File: src/rtl/jtframe_info_probe_pkg.sv
// Shared constants and types for the target-info debug probe.
// Covers the analysis modes, the debug_bus field layout and the capture states.
package jtframe_info_pkg;

  localparam logic [1:0] INFO_LIVE = 2'd0;
  localparam logic [1:0] INFO_PEAK = 2'd1;
  localparam logic [1:0] INFO_CNT  = 2'd2;
  localparam logic [1:0] INFO_CAP  = 2'd3;

  localparam int DB_MODE_LSB = 6;
  localparam int DB_BYTE_BIT = 5;
  localparam int DB_CH_MSB   = 4;

  typedef enum logic {ARMED = 1'b0, HELD = 1'b1} cap_state_e;

  // The byte-select bit is left out so that flipping it never restarts the trackers.
  function automatic logic [6:0] sel_key(input logic [7:0] db);
    return {db[7:DB_MODE_LSB], db[DB_CH_MSB:0]};
  endfunction

endpackage

File: src/rtl/jtframe_info_probe_if.sv
// Bus between the debug display logic and the probe.
// It carries the channel inputs, the debug_bus control byte and the displayed byte.
interface jtframe_info_probe_if #(
  parameter int CH = 16,
  parameter int W  = 16
);
  logic [CH*W-1:0] ch_data;
  logic            trig;
  logic            LVBL;
  logic [7:0]      debug_bus;
  logic [7:0]      target_info;
  logic            info_hold;

  modport master (output ch_data, trig, LVBL, debug_bus, input target_info, info_hold);
  modport slave  (input ch_data, trig, LVBL, debug_bus, output target_info, info_hold);
endinterface

File: src/rtl/jtframe_info_probe_track.sv
// Per-channel analysis trackers: unsigned peak, saturating transition count and one-shot capture.
// Every tracker restarts on clr.
module jtframe_info_track
  import jtframe_info_pkg::*;
(
  input  logic        clk,
  input  logic        rst_n,
  input  logic        clr,
  input  logic        cap_en,
  input  logic        trig,
  input  logic [15:0] sample,
  input  logic [15:0] prev,
  output logic [15:0] peak,
  output logic [15:0] count,
  output logic [15:0] hold,
  output logic        held
);

  cap_state_e st;
  logic       prev_ok;

  always_ff @(posedge clk or negedge rst_n) begin
    if (!rst_n) begin
      peak    <= '0;
      count   <= '0;
      hold    <= '0;
      st      <= ARMED;
      prev_ok <= 1'b0;
    end else if (clr) begin
      peak    <= '0;
      count   <= '0;
      hold    <= '0;
      st      <= ARMED;
      prev_ok <= 1'b0;
    end else begin
      // In the first cycle after clr, prev still holds data from the old channel.
      prev_ok <= 1'b1;
      if (sample > peak) peak <= sample;
      if (prev_ok && sample != prev && count != 16'hFFFF) count <= count + 16'd1;
      if (st == ARMED && cap_en && trig) begin
        hold <= sample;
        st   <= HELD;
      end
    end
  end

  assign held = (st == HELD);

endmodule

File: src/rtl/jtframe_info_probe.sv
// Debug probe that selects one channel, runs trackers on it and shows a chosen byte as target_info.
// The display can refresh every cycle or only on the falling edge of LVBL.
module jtframe_info_probe
  import jtframe_info_pkg::*;
#(
  parameter int CH    = 16,
  parameter int W     = 16,
  parameter int VBUPD = 1
) (
  input  logic               clk,
  input  logic               rst_n,
  jtframe_info_probe_if.slave bus
);

  logic [7:0]  sel_q;
  logic        clr;
  logic [1:0]  mode;
  logic [15:0] sel_ch, sample_q, prev_q, value;
  logic [15:0] peak, count, hold;
  logic        held;
  logic        lvbl_q, upd;
  logic [7:0]  byte_sel, info_q;

  assign mode = bus.debug_bus[7:DB_MODE_LSB];
  assign clr  = sel_key(bus.debug_bus) != sel_key(sel_q);

  always_comb begin
    // NOTE: assigning a default first keeps this combinational; otherwise missed paths infer a latch.
    sel_ch = '0;
    for (int k = 0; k < CH; k++)
      if (bus.debug_bus[DB_CH_MSB:0] == 5'(k)) sel_ch[W-1:0] = bus.ch_data[k*W +: W];
  end

  // NOTE: sequential state uses non-blocking assignments so every flop samples pre-edge values.
  always_ff @(posedge clk or negedge rst_n) begin
    if (!rst_n) begin
      sel_q    <= '0;
      sample_q <= '0;
      prev_q   <= '0;
      lvbl_q   <= 1'b0;
    end else begin
      sel_q    <= bus.debug_bus;
      sample_q <= sel_ch;
      prev_q   <= sample_q;
      lvbl_q   <= bus.LVBL;
    end
  end

  jtframe_info_track u_track (
    .clk    (clk),
    .rst_n  (rst_n),
    .clr    (clr),
    .cap_en (mode == INFO_CAP),
    .trig   (bus.trig),
    .sample (sample_q),
    .prev   (prev_q),
    .peak   (peak),
    .count  (count),
    .hold   (hold),
    .held   (held)
  );

  always_comb begin
    value = sample_q;
    case (mode)
      INFO_PEAK: value = peak;
      INFO_CNT:  value = count;
      INFO_CAP:  value = held ? hold : sample_q;
      default:   value = sample_q;
    endcase
  end

  assign byte_sel = bus.debug_bus[DB_BYTE_BIT] ? value[15:8] : value[7:0];
  assign upd      = (VBUPD == 0) ? 1'b1 : (lvbl_q & ~bus.LVBL);

  always_ff @(posedge clk or negedge rst_n) begin
    if (!rst_n)   info_q <= '0;
    else if (upd) info_q <= byte_sel;
  end

  assign bus.target_info = info_q;
  assign bus.info_hold   = held;

endmodule
File: src/flat_wrapper.sv
// flat-port wrapper written by rule: the top's interface ports become plain ports
module jtframe_info_probe_flat import jtframe_info_pkg::*;
#(
  parameter int CH    = 16,
  parameter int W     = 16,
  parameter int VBUPD = 1
)
  (clk, rst_n, bus_ch_data, bus_trig, bus_LVBL, bus_debug_bus, bus_target_info, bus_info_hold);
  jtframe_info_probe_if #(.CH(CH), .W(W)) bus_i ();
  input  logic clk;
  input  logic rst_n;
  input wire logic [$bits(bus_i.ch_data)-1:0] bus_ch_data;
  input wire logic [$bits(bus_i.trig)-1:0] bus_trig;
  input wire logic [$bits(bus_i.LVBL)-1:0] bus_LVBL;
  input wire logic [$bits(bus_i.debug_bus)-1:0] bus_debug_bus;
  output wire logic [$bits(bus_i.target_info)-1:0] bus_target_info;
  output wire logic [$bits(bus_i.info_hold)-1:0] bus_info_hold;
  assign bus_i.ch_data = bus_ch_data;
  assign bus_i.trig = bus_trig;
  assign bus_i.LVBL = bus_LVBL;
  assign bus_i.debug_bus = bus_debug_bus;
  assign bus_target_info = bus_i.target_info;
  assign bus_info_hold = bus_i.info_hold;
  jtframe_info_probe #(.CH(CH), .W(W), .VBUPD(VBUPD)) u_core (.clk(clk), .rst_n(rst_n), .bus(bus_i));
endmodule
File: config.mk
export PLATFORM = sky130hd
export DESIGN_NAME = jtframe_info_probe_flat
export DESIGN_NICKNAME = d
export VERILOG_FILES = /design/src/rtl/jtframe_info_probe_pkg.sv /design/src/rtl/jtframe_info_probe_if.sv /design/src/rtl/jtframe_info_probe_track.sv /design/src/rtl/jtframe_info_probe.sv /design/src/flat_wrapper.sv
export SDC_FILE = /design/constraint.sdc
export NUM_CORES = 1
export LEC_CHECK = 0
export BUFFER_PORTS_ARGS = -buffer_cell sky130_fd_sc_hd__clkbuf_2
export CAP_MARGIN = 15
export CORE_MARGIN = 3
export CORE_UTILIZATION = 54
export CTS_CLUSTER_SIZE = 20
export DETAILED_ROUTE_END_ITERATION = 8
export PLACE_DENSITY = 0.88
export RECOVER_POWER = 50
export SYNTH_ARGS = -nofsm -noshare
export SYNTH_HDL_FRONTEND = slang
export SYNTH_SLANG_ARGS = --single-unit
File: constraint.sdc
create_clock -name clk -period 5 [get_ports clk]
set_clock_uncertainty 0.15 [all_clocks]
set_input_delay 1 -clock clk [delete_from_list [all_inputs] [get_ports clk]]
set_output_delay 1 -clock clk [all_outputs]
set_load 0.02 [all_outputs]
==> summary.md, run 1 <==
| Metric | Value |
|---|---|
| Run status | finished, violations left |
| Violated checks | max-capacitance violations, max-slew violations |
| Unrepaired setup endpoints after global routing | false |
| Initial cell density of the core | 56.0% |
| Cell row count | 41 |
| Count of H-tree levels built during CTS | 3 |
| Global-route usage over all layers | about 43% |
| Maximum number of pins on one net before global-route repair | 63 |
| Number of enable-type register cells in the synthesized netlist | 0 |
| Post-CTS Setup Bufs | 0 |
| Predominant post-synthesis flop cell | sky130_fd_sc_hd__dfrtp_1 |
| HPWL after DPL | between 20000 and 25000 microns |
| Floorplan core area | 12800 sq um |
| Post-Syn Instances | 818 |
| Total via count after detailed routing | between 8000 and 9000 |
| Clock tree from TritonCTS | done |
| Fraction of post-synthesis cell area in the top cell type by area | approximately a third |
| Top-Level Pins | ~280 |
| Post-detailed-route via-to-cell ratio | about 6.7 |
| Share of cells above drive strength 1 | between 30% and 40% |
| CP most frequent cell | sky130_fd_sc_hd__buf_4 |
| Startpoint type of the worst setup path | primary input |
| Total of fill cells in the finished design | ~1000 |
| Largest buffer count on any clock path | 2 |
| Seq cells post-synth | about 100 |
| Clock buffers created by TritonCTS | 9 |
| Most common library cells after synthesis | 98 x sky130_fd_sc_hd__dfrtp_1, 94 x sky130_fd_sc_hd__nand2_1, 67 x sky130_fd_sc_hd__a21oi_1 |
| Fmax achieved | 274 MHz |
| Sum Neg Setup Slack | 0 ns |
| Synthesized area divided by synthesized cell count | between 8 and 9 sq um |
| Wire length of the first global-routing pass | between 40000 and 50000 microns |
| Layout Area Growth over Synthesis | 24.5% |
| Overall overflow remaining after global route | 0 |
| Library cell occupying the most area in the post-synthesis netlist | sky130_fd_sc_hd__dfrtp_1 |
| TritonRoute pass-1 iters | 8 |
| Cell with the largest stage delay on the worst path | sky130_fd_sc_hd__clkbuf_1 |
| Most repeated cell in the gate-level netlist after synthesis | sky130_fd_sc_hd__dfrtp_1 |
| Kind of capture point of the worst setup path | flip-flop |
| Crit Path Max Fanout | 34 |
| Largest stage delay on the critical path | slightly above 0.9 ns |
| Unique masters post-synth | between 60 and 70 |
| Aggregate routed wire length | roughly 31000 microns |
| Sequential cell area fraction in the yosys report | approximately a third |
| Total Die Area | roughly 15000 sq um |
| Vias in the first global route | between 8000 and 9000 |
| Kind of path behind the tightest hold check | flip-flop to flip-flop |
| Dominant cells by area after synthesis | sky130_fd_sc_hd__dfrtp_1 34%, sky130_fd_sc_hd__mux2i_1 5.5%, sky130_fd_sc_hd__mux4_2 5.3% |
| Clock latency on the worst-skew pair | 0.35 ns |
| Initial drt markers | ~1400 |
| VDD IR-drop max | slightly below 0.0002 V |
| Worst path bufs/invs | 3 |
| Cell-by-cell trace of the critical path | clkbuf_1, buf_4, nor2b_1, buf_4, a21oi_1, nor2_1, a221oi_1, o31ai_1, a22o_1 |
| Leakage dissipation | ~4.0 nW |
| Post-route design area | roughly 9000 sq um |
| Final Hold Viols | 0 |
| Class of the most critical setup path | primary input to flip-flop |
| CP top delay family | buffers and inverters |
| Final number of setup-violating endpoints | 0 |
| Antenna violations before repair | 2 |
| Time the final worst path needs with I/O delays and setup | around 3.6 ns |
| Worst endpoint required time | 5.09 ns |
| Nets@finish | between 1000 and 1500 |
| Critical path data arrival time | between 3 and 4 ns |
| Headroom to the max-slew limit | -31.1% |
| Standard cell area after detailed placement | 8620 sq um |
| DRC | 0 |
| Clock root buffer master | sky130_fd_sc_hd__clkbuf_16 |
| Count of antenna-violating nets left after detailed routing | 0 |
| GPL Wtd Cong | between 1 and 1.5 |
| Count of cells resized by post-cts repair | 0 |
| Clock Sink Count | a little under 100 |
| Post-CTS Hold Buffers | 0 |
| Power Density | 247 nW/um^2 |
| Wire per inst | about 25 microns |
| Synth async-reset ratio | 100% |
| Horizontal extent of the die | about 120 microns |
| Final number of max-transition violations | 38 |
| Max-cap violations | 1 |
| Die Y | roughly 120 microns |
| Synthesized cell area | ~7200 sq um |
| Port Buf Inserts | ~280 |
| Least-Margin Pin Slew | between 1.5 and 2 ns |
| Ys Warns | 0 |
| Share of the clock period used by the worst path | about 73% |
| Clock transition at the registers of the reported paths | ~0.07 ns |
| Number of nets in the synthesized netlist | approximately 1100 |
==> cells in the final DEF, fill, tap and decap left out, drive strengths merged, types with 9 or more instances in the layout <==
master	count
a211oi	9
a21oi	67
a221oi	19
a22oi	20
buf	14
clkbuf	286
dfrtp	98
ha	17
inv	29
mux2	18
mux2i	39
mux4	17
nand2	94
nand3	17
nand4	10
nor2	60
nor2b	11
nor3	10
o21ai	64
o22ai	20
o31ai	10
xnor2	28
==> worst register-to-register path, delay by kind of cell (launching register included) <==
family | cells | cell delay (ns)
fa+ha+maj | 1 | 0.35
compound gates | 3 | 1.50
mux | 1 | 0.29
flops | 1 | 0.48
simple gates | 2 | 0.22
==> final timing paths <==
check / from / to / slack [ns] / cells after the start
max: bus_debug_bus[1] / u_core.sample_q[3]$_DFF_PN0_ / 1.35 / 9
min: u_core.bus.target_info[6]$_DFFE_PN0P_ / u_core.bus.target_info[6]$_DFFE_PN0P_ / 0.34 / 2
max reg2reg: u_core.sample_q[13]$_DFF_PN0_ / u_core.u_track.peak[14]$_DFFE_PN0P_ / 1.86 / 7
min reg2reg: u_core.bus.target_info[6]$_DFFE_PN0P_ / u_core.bus.target_info[6]$_DFFE_PN0P_ / 0.34 / 2
max in group asynchronous: rst_n / u_core.u_track.hold[0]$_DFFE_PN0P_ / 1.81 / 2
min in group asynchronous: rst_n / u_core.bus.target_info[4]$_DFFE_PN0P_ / 0.58 / 1
==> final cells by class <==
| cell class | count | area (sq um) | area share [%] |
|---|---|---|---|
| sequential | 98 | 2450 | 27.5 |
| timing repair buffer | 290 | 1480 | 16.6 |
| multi-input combinational | 634 | 4370 | 49.0 |
| clock buffer | 10 | 229 | 2.57 |
| antenna | 2 | 5.00 | 0.0562 |
| tap | 172 | 215 | 2.41 |
| clock inverter | 6 | 65.1 | 0.730 |
| inverter | 27 | 101 | 1.14 |
==> through the flow <==
step                total power, mW  setup slack (ns)  util, %  hold WS, ns  cells
floorplan                      1.22              2.22        -        0.294    818
global placement               1.48              1.46     67.5        0.313   1220
detailed placement             1.49              1.38     67.5        0.326   1220
CTS                            2.18              1.75     69.8        0.342   1236
global route                   2.27              1.17     69.8        0.368   1239
finish                         2.20              1.35     69.8        0.338   1239
==> cells by family (layout without fill, tap and decap cells) <==
family | Yosys count | count (layout) | synth area share, %
AO/OA/AOI/OAI | 270 | 270 | 24.5
XOR/XNOR | 33 | 33 | 4.04
adder cells (fa/ha/maj) | 17 | 17 | 2.97
buffers and inverters | 86 | 333 | 4.86
flip-flops | 98 | 98 | 34.3
multiplexers | 74 | 74 | 13.6
other | 0 | 2 | 0
AND/OR/NAND/NOR | 240 | 240 | 15.7
==> metal layers <==
layer	global-route usage, %	vias to the layer above	part of all wire, %
met4	15.4	0	4.4
met5	0	-	0
met3	12.0	111	13
li1	-	3540	-
met1	58.1	3936	38
met2	65.9	707	45
==> state kept, by name, indices dropped and copies added, names as in the netlist <==
name	cells
u_core.u_track.prev_ok	1
u_core.lvbl_q	1
u_core.u_track.peak	16
u_core.sel_q	7
u_core.u_track.hold	16
u_core.u_track.count	16
u_core.prev_q	16
u_core.u_track.held	1
u_core.sample_q	16
u_core.bus.target_info	8
==> power by group <==
part | total, mW | internal (mW) | switching (mW) | leakage, nW
Combinational | 0.617 | 0.270 | 0.347 | 2.58
Sequential | 0.886 | 0.833 | 0.0528 | 1.31
Clock | 0.702 | 0.390 | 0.311 | 0.143
No activity file was read; power rests on OpenSTA's default activity.
==> run 2: changes to the inputs <==
ABC_AREA = 1   (was unset)
CORE_UTILIZATION = 45   (was 54)
PLACE_DENSITY = 0.79   (was 0.88)
clock period = 3.03 ns   (was 5 ns; I/O delays follow)
==> run 2 against run 1 <==
- the flow now finishes without violations
- hold slack got worse by 0.11 ns
- combinational power is 26% higher
- first-iteration DRC count shrank 51%
- via count is 1.8% lower
- final cell count grew 23%
- flip-flop and latch count unchanged
- die area up 14%
- sequential power is 63% higher
- clock power grew 61%
- power grew 52%
- critical path type unchanged
- largest power group unchanged
==> summary.md, run 2 <==
| Metric | Value |
|---|---|
| Aggregate routed wire length | 27800 microns (was 31400 microns) |
| XOR/XNOR Fraction of Synth Area | 0.897% (was 4.04%) |
| DRC | 0 (unchanged) |
| Unique masters post-synth | 41 (was 64) |
| Top-Level Pins | 277 (unchanged) |
| Number of enable-type register cells in the synthesized netlist | 0 (unchanged) |
| Largest buffer count on any clock path | 2 (unchanged) |
| Total via count after detailed routing | 8141 (was 8294) |
| Count of H-tree levels built during CTS | 3 (unchanged) |
| Post-Syn Instances | 1055 (was 818) |
| Number of inserted diodes | 0 (was 2) |
| Sum Neg Setup Slack | 0 ns (unchanged) |
| Clock latency on the worst-skew pair | 0.34 ns (was 0.35 ns) |
| HPWL after DPL | 23300 microns (was 24700 microns) |
| Run status | finished clean (was finished, violations left) |
| Kind of path behind the tightest hold check | primary input to flip-flop (was flip-flop to flip-flop) |
| Clock transition at the registers of the reported paths | 0.06 ns (was 0.07 ns) |
| Synthesized cell area | 6830 sq um (was 7160 sq um) |
| Predominant post-synthesis flop cell | sky130_fd_sc_hd__dfrtp_1 (unchanged) |
| Cell row count | 44 (was 41) |
| Synth async-reset ratio | 100% (unchanged) |
| Layout Area Growth over Synthesis | 28.5% (was 24.5%) |
| Initial cell density of the core | 46.5% (was 56.0%) |
| Compound-cell area share of the yosys netlist | 11.4% (was 24.5%) |
| Nets@finish | 1625 (was 1345) |
| TritonRoute pass-1 iters | 6 (was 8) |
| Seq cells post-synth | 98 (unchanged) |
| Unrepaired setup endpoints after global routing | false (unchanged) |
| Share of the clock period used by the worst path | a little over 90% |
| Overall overflow remaining after global route | 0 (unchanged) |
| Floorplan core area | 14700 sq um (was 12800 sq um) |
| Most common library cells after synthesis | 334 x sky130_fd_sc_hd__nand2_1, 141 x sky130_fd_sc_hd__nor2_1, 133 x sky130_fd_sc_hd__inv_1 (was 98 x sky130_fd_sc_hd__dfrtp_1, 94 x sky130_fd_sc_hd__nand2_1, 67 x sky130_fd_sc_hd__a21oi_1) |
| Synthesized area divided by synthesized cell count | 6.48 sq um (was 8.75 sq um) |
| Initial drt markers | 667 (was 1352) |
| GPL Wtd Cong | 1.02 (was 1.00) |
| Ys Warns | 0 (unchanged) |
| Standard cell area after detailed placement | 8530 sq um (was 8620 sq um) |
| Final number of max-transition violations | 0 (was 38) |
| Post-CTS Hold Buffers | 0 (unchanged) |
| Clock buffers created by TritonCTS | 9 (unchanged) |
| Wire length of the first global-routing pass | 42500 microns (was 47300 microns) |
| Horizontal extent of the die | 129 microns (was 121 microns) |
| Total Die Area | 16700 sq um (was 14700 sq um) |
| Simple-Gate Fraction of Synth Area | 38.6% (was 15.7%) |
| Post-CTS Setup Bufs | 0 (unchanged) |
| Power Density | 382 nW/um^2 (was 247 nW/um^2) |
| Number of nets in the synthesized netlist | 1340 (was 1103) |
| Share of synthesized cell area in full adder, half adder and majority cells | 3.11% (was 2.97%) |
| Crit Path Max Fanout | 16 (was 34) |
| Max-cap violations | 0 (was 1) |
| Fmax achieved | 362 MHz |
| Wire per inst | 18.2 microns (was 25.3 microns) |
| Library cell occupying the most area in the post-synthesis netlist | sky130_fd_sc_hd__dfrtp_1 (unchanged) |
| Maximum number of pins on one net before global-route repair | 47 (was 63) |
| Antenna violations before repair | 0 (was 2) |
| Combinational family with the most area after synthesis | simple AND/OR/NAND/NOR gates (was compound AO/OA/AOI/OAI gates) |
| Total of fill cells in the finished design | 1460 (was 1045) |
| Kind of capture point of the worst setup path | flip-flop (unchanged) |
| Count of cells resized by post-cts repair | 0 (unchanged) |
| Clock root buffer master | sky130_fd_sc_hd__clkbuf_16 (unchanged) |
| Dominant cells by area after synthesis | sky130_fd_sc_hd__dfrtp_1 36%, sky130_fd_sc_hd__nand2_1 18%, sky130_fd_sc_hd__nor2_1 7.7% (was sky130_fd_sc_hd__dfrtp_1 34%, sky130_fd_sc_hd__mux2i_1 5.5%, sky130_fd_sc_hd__mux4_2 5.3%) |
| Sequential cell area fraction in the yosys report | 35.9% (was 34.3%) |
| Port Buf Inserts | 276 (unchanged) |
| Most repeated cell in the gate-level netlist after synthesis | sky130_fd_sc_hd__nand2_1 (was sky130_fd_sc_hd__dfrtp_1) |
| Critical path data arrival time | 2.82 ns (was 3.73 ns) |
| Global-route usage over all layers | 33.4% (was 42.8%) |
| Time the final worst path needs with I/O delays and setup | around 2.8 ns |
| Post-route design area | 8780 sq um (was 8910 sq um) |
| Clock tree from TritonCTS | done (unchanged) |
| Class of the most critical setup path | primary input to flip-flop (unchanged) |
| VDD IR-drop max | 0.000330 V (was 0.000194 V) |
| Final number of setup-violating endpoints | 0 (unchanged) |
| Startpoint type of the worst setup path | primary input (unchanged) |
| Post-detailed-route via-to-cell ratio | 5.32 (was 6.69) |
| Least-Margin Pin Slew | 1.14 ns (was 1.97 ns) |
| Share of cells above drive strength 1 | 25.1% (was 31.7%) |
| Final Hold Viols | 0 (unchanged) |
| Headroom to the max-slew limit | 24.1% (was -31.1%) |
| Die Y | 129 microns (was 121 microns) |
| Fraction of post-synthesis cell area in the top cell type by area | 35.9% (was 34.3%) |
| Vias in the first global route | 7765 (was 8143) |
| Count of antenna-violating nets left after detailed routing | 0 (unchanged) |
| Leading cell type in the layout, fill and taps excluded | sky130_fd_sc_hd__nand2_1 (was sky130_fd_sc_hd__clkbuf_2) |
| Clock Sink Count | 98 (unchanged) |
| Mux contribution to synthesized area | 0% (was 13.6%) |
| Worst endpoint required time | 3.09 ns (was 5.09 ns) |
| Top library cells by usage in the layout, fill and taps aside | 334 x sky130_fd_sc_hd__nand2_1, 271 x sky130_fd_sc_hd__clkbuf_2, 141 x sky130_fd_sc_hd__nor2_1, 133 x sky130_fd_sc_hd__inv_1, 98 x sky130_fd_sc_hd__dfrtp_1 (was 269 x sky130_fd_sc_hd__clkbuf_2, 98 x sky130_fd_sc_hd__dfrtp_1, 94 x sky130_fd_sc_hd__nand2_1, 67 x sky130_fd_sc_hd__a21oi_1, 60 x sky130_fd_sc_hd__nor2_1) |
| Leakage dissipation | 4.66 nW (was 4.04 nW) |
-- run 2: cell count changes after synthesis, sizes merged, moves of 24 or more --
| cell | delta |
|---|---|
| nor2 | +89 |
| inv | +115 |
| nand4 | +31 |
| nand3 | +65 |
| nand2 | +242 |
| mux2i | -39 |
| clkbuf | -24 |
-- run 2: power by group --
group / leakage (nW) / internal (mW) / total, mW / switching [mW]
Combinational: 3.20 / 0.312 / 0.775 / 0.462
Sequential: 1.31 / 1.38 / 1.44 / 0.0623
Clock: 0.152 / 0.668 / 1.13 / 0.467
Total: 4.66 / 2.36 / 3.35 / 0.991
-- run 2: cell families (layout without fill, tap and decap cells) --
family,after synthesis,after routing
buffers and inverters,175,465
DFF,98,98
xor gates and xnor gates,7,7
AOI/OAI and AO/OA,135,135
adders and majority gates,17,17
and+or+nand+nor,623,623
-- run 2: metrics by stage --
| stage | setup slack [ns] | power (mW) | hold slack, ns | util [%] | instances |
|---|---|---|---|---|---|
| finish | 0.264 | 3.35 | 0.230 | 59.7 | 1529 |
| detailed placement | 0.122 | 2.25 | 0.317 | 58.0 | 1513 |
| CTS | 0.482 | 3.39 | 0.133 | 60.1 | 1529 |
| global placement | 0.117 | 2.23 | 0.314 | 58.0 | 1513 |
| global route | 0.176 | 3.52 | 0.221 | 59.7 | 1529 |
| floorplan | 1.01 | 1.82 | 0.160 | - | 1055 |
-- run 2: layer usage --
metal	global-route usage [%]	routed length, microns	up-vias
met4	12.0	997	0
met1	44.0	11300	3742
li1	-	-	3958
met2	54.5	13200	380
met5	0	0	-
met3	7.17	2310	61
-- run 2: area by class of cell --
class	count	area, sq um	share of cell area (%)
multi-input combinational	782	3680	42.0
sequential	98	2450	27.9
timing repair buffer	303	1560	17.8
inverter	146	548	6.24
clock buffer	15	298	3.39
tap	184	230	2.62
clock inverter	1	5.00	0.0570
-- run 2: worst max-delay path, stage by stage --
cell	delay [ns]
sky130_fd_sc_hd__clkbuf_1	0.24
sky130_fd_sc_hd__nor2_1	0.09
sky130_fd_sc_hd__nand2_1	0.13
sky130_fd_sc_hd__nor2_2	0.16
sky130_fd_sc_hd__nand2_1	0.10
sky130_fd_sc_hd__nand2_1	0.05
sky130_fd_sc_hd__a21oi_1	0.20
sky130_fd_sc_hd__nand3_1	0.09
sky130_fd_sc_hd__nor2_1	0.14
sky130_fd_sc_hd__nand4_1	0.11
sky130_fd_sc_hd__nor2_1	0.39
sky130_fd_sc_hd__nand3_1	0.13
sky130_fd_sc_hd__nor2_1	0.27
sky130_fd_sc_hd__nand4_1	0.12
-- run 2: path summary, 6_finish.rpt --
kind | slack [ns] | cells past startpoint | end | from
worst max-delay path | 0.26 | 14 | u_core.sample_q[2]$_DFF_PN0_ | bus_debug_bus[1]
worst min-delay path | 0.23 | 1 | u_core.lvbl_q$_DFF_PN0_ | bus_LVBL
worst max register to register | 0.53 | 14 | u_core.u_track.count[14]$_DFFE_PN0P_ | u_core.sample_q[9]$_DFF_PN0_
worst min register to register | 0.33 | 2 | u_core.bus.target_info[0]$_DFFE_PN0P_ | u_core.bus.target_info[0]$_DFFE_PN0P_
max in group asynchronous | 0.88 | 2 | u_core.u_track.count[0]$_DFFE_PN0P_ | rst_n
min in group asynchronous | 0.32 | 1 | u_core.sel_q[3]$_DFF_PN0_ | rst_n
